$ cat src/rtl/io_input_conditioner.sv
// Board input conditioner: 2-flop sync on all inputs, registered switches, per-key debounce FSM.
// Latency: switches 3 edges, keys 2+DEBOUNCE_CYCLES+1 edges; no backpressure (free-running inputs).
module io_input_conditioner #(
   parameter int DEBOUNCE_CYCLES = 500000
) (
   input  logic        physical_clock,
   input  logic        n_reset,
   input  logic [17:0] raw_sw,
   input  logic [3:0]  raw_key,
   output logic [21:0] IO_input,
   output logic [3:0]  key_press,
   output logic [3:0]  key_release,
   output logic        sw_changed
);

   // DEBOUNCE_CYCLES must be >= 2
   localparam int CW = $clog2(DEBOUNCE_CYCLES + 1);
   localparam logic [CW-1:0] CNT_MAX = CW'(DEBOUNCE_CYCLES);

   typedef enum logic [1:0] {
      IDLE_RELEASED,
      COUNT_PRESS,
      IDLE_PRESSED,
      COUNT_RELEASE
   } key_state_t;

   logic [17:0] sw_meta, sw_sync, sw_q;
   logic [3:0]  key_meta, key_sync;
   logic [3:0]  key_lvl;

   // Key synchronizers reset to 1 so a reset reads as "released"
   always_ff @(posedge physical_clock or negedge n_reset) begin
      if (!n_reset) begin
         sw_meta  <= '0;
         sw_sync  <= '0;
         key_meta <= '1;
         key_sync <= '1;
      end else begin
         sw_meta  <= raw_sw;
         sw_sync  <= sw_meta;
         key_meta <= raw_key;
         key_sync <= key_meta;
      end
   end

   always_ff @(posedge physical_clock or negedge n_reset) begin
      if (!n_reset) begin
         sw_q       <= '0;
         sw_changed <= 1'b0;
      end else begin
         sw_q       <= sw_sync;
         sw_changed <= (sw_sync != sw_q);
      end
   end

   assign IO_input = {key_lvl, sw_q};

   for (genvar k = 0; k < 4; k++) begin : g_key
      key_state_t    state_q, state_d;
      logic [CW-1:0] cnt_q, cnt_d;
      logic          lvl_q, lvl_d;
      logic          press_q, press_d;
      logic          rel_q, rel_d;
      logic          pressed;

      assign pressed = ~key_sync[k];

      always_ff @(posedge physical_clock or negedge n_reset) begin
         if (!n_reset) begin
            state_q <= IDLE_RELEASED;
            cnt_q   <= '0;
            lvl_q   <= 1'b0;
            press_q <= 1'b0;
            rel_q   <= 1'b0;
         end else begin
            state_q <= state_d;
            cnt_q   <= cnt_d;
            lvl_q   <= lvl_d;
            press_q <= press_d;
            rel_q   <= rel_d;
         end
      end

      // Acceptance needs the counter at max and one more agreeing sample
      always_comb begin
         state_d = state_q;
         cnt_d   = cnt_q;
         lvl_d   = lvl_q;
         press_d = 1'b0;
         rel_d   = 1'b0;
         case (state_q)
            IDLE_RELEASED: begin
               if (pressed) begin
                  state_d = COUNT_PRESS;
                  cnt_d   = CW'(1);
               end
            end
            COUNT_PRESS: begin
               if (!pressed) begin
                  state_d = IDLE_RELEASED;
                  cnt_d   = '0;
               end else if (cnt_q == CNT_MAX) begin
                  state_d = IDLE_PRESSED;
                  cnt_d   = '0;
                  lvl_d   = 1'b1;
                  press_d = 1'b1;
               end else begin
                  cnt_d = cnt_q + 1'b1;
               end
            end
            IDLE_PRESSED: begin
               if (!pressed) begin
                  state_d = COUNT_RELEASE;
                  cnt_d   = CW'(1);
               end
            end
            COUNT_RELEASE: begin
               if (pressed) begin
                  state_d = IDLE_PRESSED;
                  cnt_d   = '0;
               end else if (cnt_q == CNT_MAX) begin
                  state_d = IDLE_RELEASED;
                  cnt_d   = '0;
                  lvl_d   = 1'b0;
                  rel_d   = 1'b1;
               end else begin
                  cnt_d = cnt_q + 1'b1;
               end
            end
            default: begin
               state_d = IDLE_RELEASED;
               cnt_d   = '0;
               lvl_d   = 1'b0;
            end
         endcase
      end

      assign key_lvl[k]     = lvl_q;
      assign key_press[k]   = press_q;
      assign key_release[k] = rel_q;
   end

endmodule

$ cat config.mk
export PLATFORM = sky130hd
export DESIGN_NAME = io_input_conditioner
export DESIGN_NICKNAME = d
export VERILOG_FILES = /design/src/rtl/io_input_conditioner.sv
export SDC_FILE = /design/constraint.sdc
export NUM_CORES = 1
export LEC_CHECK = 0
export ABC_AREA = 0
export BUFFER_PORTS_ARGS = -buffer_cell sky130_fd_sc_hd__buf_4
export CORE_MARGIN = 2
export CORE_UTILIZATION = 39
export CTS_CLUSTER_SIZE = 24
export DETAILED_ROUTE_END_ITERATION = 10
export GPL_ROUTABILITY_DRIVEN = 0
export SYNTH_ARGS = -nofsm -noshare
export SYNTH_HDL_FRONTEND = slang
export SYNTH_SLANG_ARGS = --single-unit
$ cat constraint.sdc
create_clock -name physical_clock -period 2.9 [get_ports physical_clock]
set_clock_uncertainty 0.1 [all_clocks]
set_input_delay 0.29 -clock physical_clock [delete_from_list [all_inputs] [get_ports physical_clock]]
set_output_delay 0.29 -clock physical_clock [all_outputs]
set_load 0.02 [all_outputs]
# Word level (Yosys, flattened, before mapping)
# Cells that the tools add are included.
# Widths: inputs -> output; s select.
[op_classes]
add_sub_neg = 4
eq_ne = 49
muxes = 92
reduce_logical = 20
[op_table]
columns = ["operator", "n"]
rows = [
  ["$mux 19", 20],
  ["$pmux 19 s4", 4],
  ["$add 19x1->19 const B", 4],
  ["$eq 19x19->1 const B", 4],
  ["$mux 2", 24],
  ["$ne 2x2->1 const B", 24],
  ["$mux 1", 36],
  ["$pmux 2 s4", 4],
  ["$ne 3x3->1 const B", 8],
  ["$reduce_and 5->1", 4],
  ["$ne 18x18->1", 1],
  ["$eq 2x2->1 const B", 8],
  ["$reduce_and 4->1", 4],
  ["$eq 2x1->1 const B", 4],
  ["$logic_not 2->1", 4],
  ["$pmux 1 s2", 4],
  ["$reduce_and 2->1", 4],
  ["$reduce_bool 2->1", 4],
]
[totals]
ff_bits = 159
inputBits = 24
out_inout_bits = 31
wordCells = 191

# Longest topological paths before layout
# Gate-level depths: netlist of run 1.
[logic_depth]
ltp_word = 4
mapped_depth = 8
ltp_nobuf = 7

# Worst setup path before layout of run 1
# No wires, ideal clock.
[synth_timing]
kind = "register to register"
from = "register g_key[0].cnt_q[0]"
to = "register g_key[0].lvl_q"
setup_time_ns = 0.120
arrival_ns = 1.953
required_time_ns = 2.680
slack_ns = 0.727
stages_incl_launch_ff = 9
synth_period_minus_slack_ns = 2.173
path_cell_list = "dfrtp_1 > inv_1 > ha_1 > or4bb_1 > nor2_1 > or4b_1 > buf_2 > o21ai_2 > a2bb2oi_2"
[synth_between]
elab_chain_len = 3
[synth_lines]
columns = ["element", "line", "source"]
rows = [
  ["start, declared", "60", "logic [CW-1:0] cnt_q, cnt_d;"],
  ["start signal, assigned", "77", "cnt_q <= cnt_d;"],
  ["$eq 19x19->1 (*)", "102, 121", ""],
  ["$ne 2x2->1 (no source line)", "--", ""],
  ["$reduce_and 5->1 (no source line) (*)", "--", ""],
  ["end signal, assigned", "78", "lvl_q <= lvl_d;"],
  ["end, declared", "61", "logic lvl_q, lvl_d;"],
]
# Mark *: on every way between the ends. The rest lies on a longest branch, timed or not.
# A chain may end at the register's enable or synchronous reset.

# Final worst setup path of run 1
[layout_timing]
from = "register g_key[0].cnt_q[0]"
to = "register g_key[0].cnt_q[11]"
[layout_between]
elab_chain_len = 4
[layout_lines]
columns = ["element", "line", "source"]
rows = [
  ["$add 19x1->19 or $eq 19x19->1 (tied branches)", "--", ""],
  ["$mux 19 (*)", "102, 121", ""],
  ["$mux 19 (on tied branches)", "118, 99", ""],
  ["$pmux 19 s4 (*)", "91", "case (state_q)"],
]
# Marks and branches as above.

==> results of run 1 <==
[how the worst max path moves through the flow]
stage | slack [ps] | start | cells past startpoint | end
global route | 350 | g_key[2].cnt_q[12]$_DFFE_PN0P_ | 4 | g_key[2].cnt_q[11]$_DFFE_PN0P_
detailed placement | 520 | g_key[0].cnt_q[0]$_DFFE_PN0P_ | 6 | g_key[0].cnt_q[11]$_DFFE_PN0P_
global placement | 610 | g_key[0].cnt_q[0]$_DFFE_PN0P_ | 6 | g_key[0].cnt_q[11]$_DFFE_PN0P_
floorplan | 730 | g_key[0].cnt_q[0]$_DFFE_PN0P_ | 8 | g_key[0].lvl_q$_DFFE_PN0P_
CTS | 500 | g_key[0].cnt_q[0]$_DFFE_PN0P_ | 6 | g_key[0].cnt_q[11]$_DFFE_PN0P_
finish | 500 | g_key[0].cnt_q[0]$_DFFE_PN0P_ | 6 | g_key[0].cnt_q[11]$_DFFE_PN0P_
[critical path, delay by kind of cell, from the launching register on]
| kind | cells | cell delay (ps) |
|---|---|---|
| buffers and inverters | 1 | 100 |
| flip-flops | 1 | 430 |
| AND/OR/NAND/NOR | 3 | 880 |
| AO/OA/AOI/OAI | 1 | 610 |
| adder cells (fa/ha/maj) | 1 | 140 |
[flip-flops by register name, summed over array words and instances (netlist names), named ones only]
| signal | count |
|---|---|
| key_meta | 4 |
| g_key.lvl_q | 4 |
| g_key.press_q | 4 |
| g_key.cnt_q | 76 |
| g_key.rel_q | 4 |
| sw_sync | 18 |
| sw_meta | 18 |
| g_key.state_q | 4 |
| sw_changed | 1 |
| key_sync | 4 |
| sw_q | 18 |
[timing repair]
item                                    CTS  global route
endpoints found under the setup margin    0             0
endpoints found under the hold margin    82             0
hold buffers                             23             0
gates resized for setup                   0             0
[metal layers]
layer | wire, um | vias up
met4 | 277 | 0
met5 | 0 | -
met2 | 6910 | 107
met3 | 566 | 26
li1 | - | 2523
met1 | 6710 | 2546
[layout by cell type, fill, tap and decap left out, types with 23 or more instances in the layout]
cell	synthesis	routed
dfrtp_1	151	151
buf_4	13	60
nand2_1	47	47
nor2_1	44	44
nand3_1	43	43
inv_1	37	37
xnor2_1	37	37
nor3_1	28	28
nand4_1	26	26
dlygate4sd3_1	0	23
[power by group through the flow]
stage / Sequential, mW / Combinational (mW) / Clock (mW)
6_report: 2.38 / 0.418 / 2.33
4_1_cts: 2.38 / 0.426 / 2.39
3_3_place_gp: 2.41 / 0.390 / 0
5_1_grt: 2.39 / 0.473 / 2.50
2_1_floorplan: 2.41 / 0.233 / 0
3_5_place_dp: 2.42 / 0.399 / 0
[per-stage QoR]
stage | worst slack [ps] | utilization (%) | instance area, um^2
final | 503 | 47.8 | 8560
after global routing | 352 | 47.8 | 8560
after CTS | 504 | 47.8 | 8560
after detailed placement | 524 | 43.1 | 7710
after global placement | 607 | 43.1 | 7710
after floorplan | 727 | - | 7110
[layout make-up]
class / instances / area [um^2] / share of cell area (%)
well taps: 229 / 287 / 3.35
flip-flops and latches: 159 / 3990 / 46.6
inverters: 38 / 143 / 1.67
clock buffers: 18 / 429 / 5.02
multi-input cells: 437 / 2810 / 32.8
repair buffers: 85 / 712 / 8.32
clock inverters: 14 / 190 / 2.22
[logic make-up after synthesis]
family                     synth area share [%]
buffers and inverters                      4.35
adders and majority gates                  1.41
xor gates and xnor gates                   5.67
AOI/OAI and AO/OA                          9.40
and+or+nand+nor                            21.5
DFF                                        56.1
muxes                                      1.57
==> impl_metrics.csv, run 1 <==
group,metric,value,unit
sta,finalSetupViolations,0,
hold_path,hold_end,"sw_sync[6]$_DFF_PN0_",
sta,slew_viol_final,0,
power,netSwitchingFraction,26.1,%
setup_path,r2r_slack,500,ps
synthesis,async_flop_share,100,%
setup_path,slowest_delay,610,ps
setup_path,path_max_fanout,13,
global_route,grt_pass1_vias,5207,
sta,fmax,417,MHz
detailed_routing,wl_per_cell,14.8,um
global_route,gr-usage-met3,4.14,%
place,io_buffers,54,
detailed_routing,drt_iter0_markers,535,
setup_path,worstPathArrival,2610,ps
power,power.density,600,nW/um^2
detailed_routing,avgViaCountPerCell,5.31,
synthesis,synth_most_common_cell,"dfrtp_1",
synthesis,syn_inst,662,
setup_path,r2r_start,"g_key[0].cnt_q[0]$_DFFE_PN0P_",
synthesis,avgSynthCellArea,10.7,um^2
sta,rsz0062_at_grt,"no",
global_route,antenna_found_initial,0,
die,core_region_area,17900,um^2
setup_path,criticalPathCategory,"flop to flop",
global_route,grt-busiest-layer,"met2",
die,ios,55,
die,rows,49,
detailed_routing,vias,5202,
sta,min_period_over_period,82.7,%
setup_path,crit_path_top_delay_cell,"o41a_1",
global_route,grtUsageTotal,16.0,%
synthesis,syn-num-nets,694,
sta,tightestPinTransition,809,ps
global_route,grtUsageMet2,25.4,%
synthesis,synth_top_area_share,53.2,%
power,netSwitchingPower,1.34,mW
power,peakVddDrop,425,uV
power,p_comb_share,8.2,%
layout,area_growth,20.4,%
clocking,clock_latency,440,ps
setup_path,critPathLaunchType,"flop",
status,status,"finished clean",
detailed_routing,postRouteAntennaNets,0,
global_route,grt_use_met1,21.3,%
sta,holdWs,243,ps
layout,fin_cells,980,
sta,finalHoldViolCount,0,
power,leakagePower,3.66,nW
die,die_area,19300,um^2
hold_path,hold_class,"flop to flop",
setup_path,cpMostUsedCell,"nor2_1",
power,seq_power_share,46.4,%
die,die_x,139,um
setup_path,endpoint_kind,"flop",
power,power.internal,3.79,mW
sta,finalSetupTns,0,ps
detailed_routing,drt_pass1_iterations,5,
synthesis,synth_area,7110,um^2
synthesis,synth_top_cell_by_area,"dfrtp_1",
clocking,htree_levels,4,
detailed_routing,drcViolationCount,0,
synthesis,synth_edf_count,0,
die,dieHeight,139,um
global_route,grt_start_max_net_pins,69,
synthesis,yosys_warnings,0,
detailed_routing,wl,14500,um
power,clkPwrFrac,45.5,%
setup_path,cp.required,3110,ps
global_route,grt_pass1_wl,25200,um
setup_path,r2r_cells,6,
sta,relSlewSlack,46.1,%
hold_path,min_from,"sw_meta[6]$_DFF_PN0_",
synthesis,synth_cell_types,69,
layout,drive_above_1_share,16.0,%
setup_path,r2r-end,"g_key[0].cnt_q[11]$_DFFE_PN0P_",
synthesis,netlist_top_cells_area,"dfrtp_1, xnor2_1, nand3_1",
setup_path,crit_chain,"inv_1, ha_1, or4bb_1, o41a_1, nor2_1, nor2_1",
die,initial_utilization,39.7,%
synthesis,seq_area_frac_synth,56.1,%
hold_path,whs_path_depth,0,
power,p_total,5.13,mW
clocking,cts_setup_buffers,0,
layout,fillers,1631,
place,dp_hpwl,10000,um
clocking,cts_tree,"done",
clocking,cts_inserted_buffers,17,
clocking,root_buffer,"clkbuf_16",
layout,nets,770,
job,cap_violations,0,
clocking,clkSinkCount,159,
layout,diodes,0,
synthesis,yosys_most_used_dff,"dfrtp_1",
global_route,grt_overflow,0,
clocking,cts_buffer_depth,2,
clocking,clk_pin_slew,70,ps
sta,fin_crit,2400,ps
synthesis,synth-seq-cells,159,
place,numPlacedInstances,925,
synthesis,synth.cells.most_frequent,"dfrtp_1, nand2_1, nor2_1, nand3_1",
(Power assumes the default switching activity.)
==> run 2, diff against run 1 <==
- clock period: 2.9 -> 2.3 ns (I/O delays scaled with it)
==> run 2 against run 1 <==
  * Largest power group unchanged
  * Sequential share of layout area down 0.65 points
  * Utilization up 0.67 points
  * First-iteration DRC count down 30%
  * Die area unchanged
  * Total power up 21%
  * Critical path type unchanged
  * Combinational power up 37%
  * Setup slack worse by 410 ps
  * Largest cell class unchanged
  * Non-clock buffer count up 18
  * Routed wire length down 0.66%
==> impl_metrics.csv, run 2 (same netlist as run 1, synthesis figures left out) <==
group,metric,value,unit
status,status,"finished clean",
die,core_region_area,17900,um^2
layout,final_common_cell,"dfrtp_1",
power,power.density,714,nW/um^2
setup_path,crit_path_top_delay_cell,"or4_1",
hold_path,hold_class,"input port to async pin",
layout,drive_above_1_share,18.5,%
clocking,cts_setup_buffers,0,
detailed_routing,wl_per_cell,14.4,um
sta,relSlewSlack,37.8,%
die,rows,49,
setup_path,slowest_delay,560,ps
clocking,clkSinkCount,159,
power,leakagePower,3.74,nW
setup_path,worstPathArrival,2380,ps
layout,final_cell_mix,"dfrtp_1, buf_4, nand2_1",
setup_path,cp.required,2480,ps
sta,slew_viol_final,0,
clocking,cts_tree,"done",
setup_path,endpoint_kind,"flop",
clocking,cts_buffer_depth,2,
clocking,htree_levels,4,
clocking,root_buffer,"clkbuf_16",
global_route,grtUsageTotal,15.6,%
die,ios,55,
detailed_routing,drt_iter0_markers,372,
detailed_routing,avgViaCountPerCell,5.19,
setup_path,criticalPathCategory,"flop to flop",
power,seq_power_share,48.3,%
job,cap_violations,0,
detailed_routing,postRouteAntennaNets,0,
clocking,clock_latency,430,ps
layout,fillers,1656,
setup_path,crit_chain,"inv_1, ha_1, or4bb_4, or4_1, nand4_1, o311ai_0",
power,p_comb_share,9.3,%
global_route,antenna_found_initial,0,
global_route,grt_pass1_wl,24800,um
layout,regMostFlops,"g_key.cnt_q",
setup_path,path_max_fanout,3,
setup_path,r2r_slack,90,ps
setup_path,r2r_start,"g_key[0].cnt_q[0]$_DFFE_PN0P_",
layout,fin_cells,998,
sta,min_period_over_period,95.9,%
detailed_routing,wl,14400,um
setup_path,r2r-end,"g_key[0].cnt_q[8]$_DFFE_PN0P_",
layout,final_core_util,48.5,%
setup_path,critPathLaunchType,"flop",
setup_path,startpoint,"g_key[0].cnt_q[0]$_DFFE_PN0P_",
global_route,grt_start_max_net_pins,51,
detailed_routing,drt_pass1_iterations,5,
sta,finalHoldViolCount,0,
die,die_area,19300,um^2
power,netSwitchingPower,1.61,mW
layout,area_growth,22.1,%
die,dieHeight,139,um
sta,fin_crit,2210,ps
place,numPlacedInstances,943,
place,dp_hpwl,10100,um
power,clkPwrFrac,42.4,%
setup_path,critical-path-top-delay-family,"simple AND/OR/NAND/NOR gates",
global_route,grt_overflow,0,
layout,largest_reg_flops,76,
detailed_routing,drcViolationCount,0,
global_route,grt_pass1_vias,5050,
sta,finalSetupViolations,0,
layout,nets,788,
setup_path,cp_num_buf_inv,1,
die,die_x,139,um
sta,fmax,453,MHz
detailed_routing,vias,5182,
sta,rsz0062_at_grt,"no",
clocking,cts_inserted_buffers,17,
power,power.internal,4.58,mW
power,peakVddDrop,612,uV
die,initial_utilization,39.7,%
power,netSwitchingFraction,26.1,%
clocking,clk_pin_slew,60,ps
layout,diodes,0,
place,io_buffers,54,
sta,tightestPinTransition,929,ps
setup_path,r2r_cells,6,
## run 2: cell types whose count changed in the layout (fill, tap and decap cells not counted), sizes merged
cell / delta
buf: +18
bufinv: -2
clkbuf: +2
clkinvlp: +4
inv: -4
## run 2: final cells by class
cell class | instances | area, um^2 | share of cell area (%)
Clock inverter | 12 | 105 | 1.21
Timing Repair Buffer | 103 | 860 | 9.91
Inverter | 38 | 143 | 1.64
Clock buffer | 20 | 447 | 5.15
Tap cell | 229 | 287 | 3.30
Sequential cell | 159 | 3990 | 46.0
Multi-Input combinational cell | 437 | 2850 | 32.8
## run 2: worst max-delay path by stage
| stage | to | slack [ps] | cells past startpoint |
|---|---|---|---|
| floorplan | g_key[0].lvl_q$_DFFE_PN0P_ | 130 | 8 |
| global placement | g_key[0].cnt_q[7]$_DFFE_PN0P_ | 30 | 6 |
| finish | g_key[0].cnt_q[8]$_DFFE_PN0P_ | 90 | 6 |
| CTS | g_key[0].cnt_q[5]$_DFFE_PN0P_ | 40 | 6 |
| global route | g_key[0].cnt_q[5]$_DFFE_PN0P_ | 6 | 6 |
| detailed placement | g_key[0].cnt_q[13]$_DFFE_PN0P_ | -60 | 6 |
## run 2: per-stage QoR
stage                     hold slack (ps)  area, um^2  setup TNS, ps  total power [mW]  setup slack [ps]
after floorplan                      -166        7110              0              3.34               127
after global placement               94.9        7860              0              3.57              27.9
after detailed placement              103        7860           -221              3.59             -59.7
after CTS                             219        8640              0              6.27              42.9
after global routing                  233        8680              0              6.48              5.50
final                                 215        8680              0              6.20              93.7
## run 2: per-layer routing
layer	wire [um]	track usage, %	up-vias	share of wire, %
met5	0	0	-	0
met4	205	6.06	0	1.4
met3	376	3.04	13	2.6
met2	7060	24.4	77	49
met1	6730	21.6	2549	47
li1	-	-	2543	-
## run 2: what timing repair did
| item | in CTS | in global routing |
|---|---|---|
| setup endpoints to repair | 6 | 12 |
| gates cloned | 0 | 0 |
| hold endpoints to repair | 68 | 0 |
| resized for setup | 3 | 5 |
| hold buffers | 23 | 0 |
| pin swaps | 0 | 1 |
## run 2: power by group through the flow
stage	Combinational [mW]	Sequential, mW	Clock (mW)
after floorplan	0.294	3.04	0
after global placement	0.525	3.04	0
after detailed placement	0.542	3.04	0
after CTS	0.577	2.99	2.69
after global routing	0.645	3.01	2.82
final	0.574	3.00	2.63
==> run 3, diff against run 2 <==
- ABC_CLOCK_PERIOD_IN_PS: unset -> 2300
- RECOVER_POWER: unset -> 50
==> run 3 against run 2 <==
  * Combinational power is 2% lower
  * Total power fell by 0.12%
  * Highest routed layer unchanged
  * Global-route usage did not move
  * Clock-buffer cell count is the same
  * First-iteration DRC count rose by 16%
  * Clock power is essentially flat
  * Largest power group unchanged
  * Fmax hardly changed
  * Design area decreased by 0.29%
==> impl_metrics.csv, run 3 (same netlist as run 1, synthesis figures left out) <==
group,metric,value,unit
layout,seqCellArea,3990,um^2
sta,relSlewSlack,20.1,%
setup_path,slowest_delay,560,ps
global_route,grt_pass1_wl,24800,um
clocking,root_buffer,"clkbuf_16",
detailed_routing,avgViaCountPerCell,5.20,
clocking,clock_latency,430,ps
die,ios,55,
sta,fmax,453,MHz
global_route,antenna_found_initial,0,
layout,fillers,1663,
clocking,cts_tree,"done",
layout,diodes,0,
clocking,cts_inserted_buffers,17,
setup_path,endpoint_kind,"flop",
layout,final_common_cell,"dfrtp_1",
layout,drive_above_1_share,18.2,%
die,dieHeight,139,um
place,dp_slack,-59.7,ps
detailed_routing,drcViolationCount,0,
sta,slew_viol_final,0,
sta,rsz0062_at_grt,"no",
setup_path,worstPathArrival,2390,ps
layout,regMostFlops,"g_key.cnt_q",
global_route,grt_overflow,0,
layout,final_cell_mix,"dfrtp_1, buf_4, nand2_1",
power,peakVddDrop,612,uV
sta,setup_slack,93.7,ps
layout,final_core_util,48.3,%
setup_path,crit_chain,"inv_1, ha_1, or4bb_4, or4_1, nand4_1, o311ai_0",
layout,area_growth,21.8,%
place,io_buffers,54,
setup_path,cp.required,2480,ps
hold_path,hold_class,"flop to flop",
setup_path,critPathLaunchType,"flop",
detailed_routing,drt_pass1_iterations,5,
detailed_routing,drt_iter0_markers,430,
sta,tightestPinTransition,1200,ps
power,leakagePower,3.72,nW
clocking,htree_levels,4,
status,status,"finished clean",
die,die_x,139,um
place,dp_hpwl,10100,um
power,power.density,715,nW/um^2
die,initial_utilization,39.7,%
layout,multiInputGateArea,2850,um^2
sta,finalHoldViolCount,0,
die,core_region_area,17900,um^2
setup_path,criticalPathCategory,"flop to flop",
die,die_area,19300,um^2
clocking,clk_pin_slew,60,ps
setup_path,crit_path_top_delay_cell,"or4_1",
place,numPlacedInstances,943,
sta,finalSetupViolations,0,
setup_path,path_max_fanout,3,
die,rows,49,
layout,fin_cells,998,
global_route,grt_start_max_net_pins,51,
detailed_routing,wl,14300,um
sta,min_period_over_period,95.9,%
detailed_routing,wl_per_cell,14.3,um
detailed_routing,postRouteAntennaNets,0,
global_route,grtUsageTotal,15.6,%
layout,largest_reg_flops,76,
global_route,grt_pass1_vias,5050,
clocking,clkSinkCount,159,
layout,nets,788,
detailed_routing,vias,5185,
job,cap_violations,0,
sta,fin_crit,2210,ps
clocking,cts_buffer_depth,2,
run 3: final timing paths:
path                                                    start                            end  slack, ps  depth (start not counted)
worst min-delay path                     sw_meta[5]$_DFF_PN0_           sw_sync[5]$_DFF_PN0_        250                          0
worst max-delay path            g_key[0].cnt_q[0]$_DFFE_PN0P_  g_key[0].cnt_q[8]$_DFFE_PN0P_         90                          6
worst max register to register  g_key[0].cnt_q[0]$_DFFE_PN0P_  g_key[0].cnt_q[8]$_DFFE_PN0P_         90                          6
worst min register to register           sw_meta[5]$_DFF_PN0_           sw_sync[5]$_DFF_PN0_        250                          0
max in group asynchronous                             n_reset          key_meta[1]$_DFF_PN1_        420                          3
min in group asynchronous                             n_reset           sw_sync[2]$_DFF_PN0_        490                          2
run 3: repair_timing:
item / 4_1_cts / 5_1_grt
cloned: 0 / 0
endpoints found under the setup margin: 6 / 12
buffers inserted: 0 / 0
endpoints found under the hold margin: 68 / 0
gates resized for setup: 3 / 5
pin swaps: 0 / 1
hold buffers: 23 / 0
run 3: worst max-delay path: cells and delay by family (launching register included):
kind / cells / cell delay, ps
DFF: 1 / 380
AOI/OAI and AO/OA: 1 / 130
and+or+nand+nor: 3 / 1230
buffers and inverters: 1 / 70
adders and majority gates: 1 / 150
run 3: metal layers:
layer  GRT usage [%]  part of all wire (%)  up-vias
li1                -                     -     2544
met1            21.6                    47     2551
met2            24.4                    49       77
met3            3.04                   2.7       13
met4            6.06                   1.4        0
met5               0                     0        -
run 3: metrics by stage:
stage | area [um^2] | total power [mW] | setup TNS [ps] | hold WS [ps]
after floorplan | 7110 | 3.34 | 0 | -166
after global placement | 7860 | 3.57 | 0 | 94.9
after detailed placement | 7860 | 3.59 | -221 | 103
after CTS | 8640 | 6.27 | 0 | 219
after global routing | 8650 | 6.47 | 0 | 246
final | 8650 | 6.19 | 0 | 247
run 3: cell type report:
class | instances | share of cell area [%]
Sequential cell | 159 | 46.1
Multi-Input combinational cell | 437 | 32.9
Timing Repair Buffer | 103 | 9.65
Clock buffer | 20 | 5.16
Tap cell | 229 | 3.31
Inverter | 38 | 1.65
Clock inverter | 12 | 1.21
run 3: power by group:
group / total [mW] / switching [mW] / internal, mW
Clock: 2.63 / 1.19 / 1.44
Sequential: 2.99 / 0.0907 / 2.90
Combinational: 0.565 / 0.332 / 0.233
Total: 6.19 / 1.61 / 4.57
